==> config.mk <==
export PLATFORM = sky130hd
export DESIGN_NAME = fsb_node_trace_replay
export DESIGN_NICKNAME = d
export VERILOG_FILES = /design/src/rtl/fsb_node_trace_replay.sv
export SDC_FILE = /design/constraint.sdc
export NUM_CORES = 1
export LEC_CHECK = 0
export CAP_MARGIN = 20
export CORE_MARGIN = 2
export CORE_UTILIZATION = 48
export CTS_BUF_LIST = sky130_fd_sc_hd__clkbuf_8 sky130_fd_sc_hd__clkbuf_16
export CTS_CLUSTER_DIAMETER = 150
export CTS_CLUSTER_SIZE = 16
export DETAILED_ROUTE_END_ITERATION = 10
export PLACE_DENSITY_LB_ADDON = 0.05
export SYNTH_ARGS = -nofsm -noshare
export SYNTH_HDL_FRONTEND = slang
export SYNTH_SLANG_ARGS = --single-unit
==> constraint.sdc <==
create_clock -name clk_i -period 2.91 [get_ports clk_i]
set_input_delay 0.582 -clock clk_i [delete_from_list [all_inputs] [get_ports clk_i]]
set_output_delay 0.582 -clock clk_i [all_outputs]
set_load 0.1 [all_outputs]
==> src/rtl/fsb_node_trace_replay.sv <==
// Trace-driven stimulus/checker: walks a combinational trace ROM of {opcode, payload} words,
// sending packets, checking returned packets and timing waits, with sticky done/error flags.
module fsb_node_trace_replay #(
  parameter int unsigned ring_width_p     = 32,
  parameter int unsigned rom_addr_width_p = 32
) (
  input  logic                        clk_i,
  input  logic                        reset_i,
  input  logic                        en_i,
  input  logic                        v_i,
  input  logic [ring_width_p-1:0]     data_i,
  output logic                        ready_o,
  output logic                        v_o,
  output logic [ring_width_p-1:0]     data_o,
  input  logic                        yumi_i,
  output logic [rom_addr_width_p-1:0] rom_addr_o,
  input  logic [ring_width_p+3:0]     rom_data_i,
  output logic                        done_o,
  output logic                        error_o
);

  typedef enum logic [3:0] {
    OpNop       = 4'd0,
    OpSend      = 4'd1,
    OpRecv      = 4'd2,
    OpDone      = 4'd3,
    OpFinish    = 4'd4,
    OpCycleInit = 4'd5,
    OpCycleWait = 4'd6
  } op_e;

  logic [rom_addr_width_p-1:0] addr_r;
  logic [rom_addr_width_p-1:0] addr_inc;
  logic [ring_width_p-1:0]     cnt_r;
  logic                        halt_r;
  logic                        done_r;
  logic                        error_r;

  logic [3:0]              op;
  logic [ring_width_p-1:0] pl;
  logic                    active;

  assign op       = rom_data_i[ring_width_p+3:ring_width_p];
  assign pl       = rom_data_i[ring_width_p-1:0];
  assign addr_inc = addr_r + rom_addr_width_p'(1);

  // Gating with reset_i keeps v_o/ready_o low for the whole asynchronous reset window.
  assign active = reset_i & en_i & ~halt_r;

  assign v_o        = active & (op == OpSend);
  assign ready_o    = active & (op == OpRecv);
  assign data_o     = pl;
  assign rom_addr_o = addr_r;
  assign done_o     = done_r;
  assign error_o    = error_r;

  always_ff @(posedge clk_i or negedge reset_i) begin
    if (!reset_i) begin
      addr_r  <= '0;
      cnt_r   <= '0;
      halt_r  <= 1'b0;
      done_r  <= 1'b0;
      error_r <= 1'b0;
    end else if (active) begin
      unique case (op)
        OpNop: addr_r <= addr_inc;
        OpSend: begin
          if (yumi_i) addr_r <= addr_inc;
        end
        OpRecv: begin
          // A mismatch is recorded but never stalls the trace.
          if (v_i) begin
            addr_r <= addr_inc;
            if (data_i != pl) error_r <= 1'b1;
          end
        end
        OpDone: begin
          done_r <= 1'b1;
          addr_r <= addr_inc;
        end
        OpFinish: begin
          done_r <= 1'b1;
          halt_r <= 1'b1;
        end
        OpCycleInit: begin
          cnt_r  <= pl;
          addr_r <= addr_inc;
        end
        OpCycleWait: begin
          if (cnt_r == '0) addr_r <= addr_inc;
          else             cnt_r  <= cnt_r - ring_width_p'(1);
        end
        default: begin
          error_r <= 1'b1;
          halt_r  <= 1'b1;
        end
      endcase
    end
  end

endmodule

==> flow_metrics.env <==
export IMPL_status="completed"
export IMPL_first_iter_violations=357
export IMPL_hold_viol_final=0
export IMPL_skew_ns=0.0170
export IMPL_switching_share_pct=37.4
export IMPL_cts_sinks=67
export IMPL_critPathMaxFanout=7
export IMPL_whs_ns=0.461
export IMPL_grt_setup_unrepaired="no"
export IMPL_root_buffer="clkbuf_8"
export IMPL_dr_pass1_iters=4
export IMPL_via_per_inst=5.95
export IMPL_syn_area_um2=4690
export IMPL_gp_congestion=0.848
export IMPL_postRouteAntennaNets=0
export IMPL_grt_first_pass_wirelength_um=21700
export IMPL_num_antenna_cells=0
export IMPL_yosysWarnings=0
export IMPL_worst_pin_slew_ns=0.878
export IMPL_nFillCells=841
export IMPL_reg2reg_to="cnt_r[24]$_DFFE_PN0P_"
export IMPL_fin_crit_sh_pct=95.7
export IMPL_numCtsBuffers=9
export IMPL_hold_end="done_o$_DFFE_PN0P_"
export IMPL_avgRoutedWirePerCell_um=18.2
export IMPL_synth_edf_count=0
export IMPL_netlist_instances=512
export IMPL_start_util_pct=48.7
export IMPL_internal_power_w=0.00182
export IMPL_layout_nets=698
export IMPL_cpPeakStageDelay_ns=0.74
export IMPL_min_from="done_o$_DFFE_PN0P_"
export IMPL_max_cap_viol_count=0
export IMPL_synthToLayoutAreaGrowth_pct=36.3
export IMPL_route_detailed_drc=0
export IMPL_layout_drive_gt1_share_pct=22.8
export IMPL_maxSlewViolCount=0
export IMPL_dieArea_um2=10600
export IMPL_postCtsSetupBuffers=0
export IMPL_switchingPower_w=0.00109
export IMPL_cts_tree="built"
export IMPL_clkPwrFrac_pct=30.0
export IMPL_cp_end_kind="output pin"
export IMPL_io_pins=141
export IMPL_start_kind="primary input"
export IMPL_crit_type="in2out"
export IMPL_r2r_cells=6
export IMPL_p_seq_share_pct=37.7
export IMPL_required_ns=2.33
export IMPL_p_comb_share_pct=32.3
export IMPL_cp_data_arrival_time_ns=2.20
export IMPL_grt_pass1_vias=4320
export IMPL_insertion_delay_ns=0.36
export IMPL_dp_hpwl_um=10200
export IMPL_synthDistinctLibCells=57
export IMPL_reg2reg_from="cnt_r[14]$_DFFE_PN0P_"
export IMPL_fmax_mhz=359
export IMPL_rows=36
export IMPL_yosysSeqAreaShare_pct=35.7
export IMPL_synthFlopType="dfrtp_1"
export IMPL_async_reset_ff_share_pct=100
export IMPL_clk_pin_slew_ns=0.08
export IMPL_whs_path_depth=1
export IMPL_core_um2=9640
export IMPL_reg2reg_slack_ns=0.36
export IMPL_io_buffers=140
export IMPL_ctsHoldBuffers=0
export IMPL_syn_num_nets=587
export IMPL_grt_max_degree=69
export IMPL_vdd_ir_drop_max_v=0.000305
export IMPL_setup_viol=0
export IMPL_yosysTopAreaCell="dfrtp_1"
export IMPL_grt_use_total_pct=26.4
export IMPL_antenna_found_initial=0
export IMPL_yosys_top_cells_area="dfrtp_1, xor2_1, buf_4"
export IMPL_leakage_nw=2.77
export IMPL_slew_headroom_pct=41.5
export IMPL_cp_slowest_cell="or4b_2"
export IMPL_clockBufferDepth=2
export IMPL_dr_total_vias=4528
export IMPL_p_per_area_nw_per_um2=456
export IMPL_wirelength_um=13900
export IMPL_path_cells="clkdlybuf4s50_1, or4b_2, nor2_2, buf_12"
export IMPL_die_x_um=103
export IMPL_htreeDepth=3
export IMPL_cts_resized_gates=0
export IMPL_period_needed_ns=2.79
export IMPL_fin_setup_tns_ns=0
export IMPL_ys_seq_elements=67
export IMPL_grt_remaining_overflow=0
export IMPL_netlist_area_leader_share_pct=35.7
export IMPL_hold_path_class="reg2reg"
export IMPL_die_h_um=103
export IMPL_syn_area_per_cell_um2=9.16
[placed cells by master (no fill, tap or decap), drive strengths merged, types with 12 or more instances in the layout]
cell type	n
nor3	40
nand3	16
a22oi	12
xor2	58
dfrtp	67
o22ai	19
nand4	20
nor4	32
nor2	21
a21oi	15
o2bb2ai	24
o21ai	25
nand2	16
buf	97
clkdlybuf4s50	71
[Yosys cell counts (4+ instances only)]
master and count:
a21oi_1 14, a22oi_1 12, and3_1 8, buf_2 10, buf_4 33, buf_6 4
clkbuf_1 18, dfrtp_1 67, inv_1 7, nand2_1 16, nand3_1 16, nand4_1 20
nor2_1 21, nor3_1 39, nor3b_1 4, nor4_1 23, nor4_2 8, o21ai_0 23
o22a_1 4, o22ai_1 19, o2bb2ai_1 23, or3_1 4, xnor2_1 6, xor2_1 58
[power groups by stage]
| stage | sequential [W] | clock [W] | combinational, W |
|---|---|---|---|
| 3_3_place_gp | 0.00111 | 0 | 0.000930 |
| 4_1_cts | 0.00110 | 0.000886 | 0.000943 |
| 5_1_grt | 0.00111 | 0.000918 | 0.000994 |
| 3_5_place_dp | 0.00111 | 0 | 0.000941 |
| 6_report | 0.00110 | 0.000874 | 0.000943 |
| 2_1_floorplan | 0.00124 | 0 | 0.000529 |
[worst max-delay path by stage]
| stage | start | end | slack [ns] | depth (start not counted) |
|---|---|---|---|---|
| floorplan | rom_data_i[35] | ready_o | 0.08 | 3 |
| global placement | rom_data_i[32] | ready_o | 0.17 | 4 |
| CTS | rom_data_i[32] | ready_o | 0.12 | 4 |
| finish | rom_data_i[32] | ready_o | 0.12 | 4 |
| global route | rom_data_i[32] | ready_o | 0.05 | 4 |
| detailed placement | rom_data_i[32] | ready_o | 0.14 | 4 |
[flip-flops by register name, indices dropped and copies added (netlist names)]
name and cells:
halt_r 1, error_o 1, done_o 1, rom_addr_o 32, cnt_r 32
[kinds of logic (layout without fill, tap and decap cells)]
logic type	after synthesis	in the layout	share of synthesized area [%]
adder cells (fa/ha/maj)	2	2	0.533
AND/OR/NAND/NOR	188	188	24.4
flip-flops	67	67	35.7
XOR/XNOR	64	64	11.9
multiplexers	3	3	0.693
AO/OA/AOI/OAI	113	113	16.5
buffers and inverters	75	191	10.2
[worst max-delay path: cells and delay by family]
kind | cells | cell delay (ns)
and+or+nand+nor | 2 | 0.89
buffers and inverters | 2 | 0.73
[metrics by stage]
stage               worst slack [ns]  utilization [%]  total power, W  cell area (um2)  cells
finish                         0.125             66.4         0.00292             6400    761
global route                  0.0544             66.4         0.00302             6400    761
CTS                            0.124             66.4         0.00293             6400    761
detailed placement             0.136             64.1         0.00205             6180    745
global placement               0.171             64.1         0.00204             6180    745
floorplan                     0.0786                -         0.00177             4710    512
[per-layer routing]
metal	vias up	global-route usage [%]	share of wire, %
met2	180	40.2	46
li1	2113	-	-
met4	0	7.89	1.6
met5	-	0	0
met1	2219	39.1	46
met3	16	4.00	6.5
[final cells by class]
type | instances | area (um2) | share of cell area (%)
flip-flops and latches | 67 | 1680 | 26.2
inverters | 7 | 26.3 | 0.411
clock buffers | 9 | 124 | 1.94
multi-input cells | 370 | 2600 | 40.6
well taps | 133 | 166 | 2.60
clock inverters | 7 | 93.8 | 1.47
repair buffers | 168 | 1710 | 26.8
Note: power is estimated with default switching activity, not from simulation.
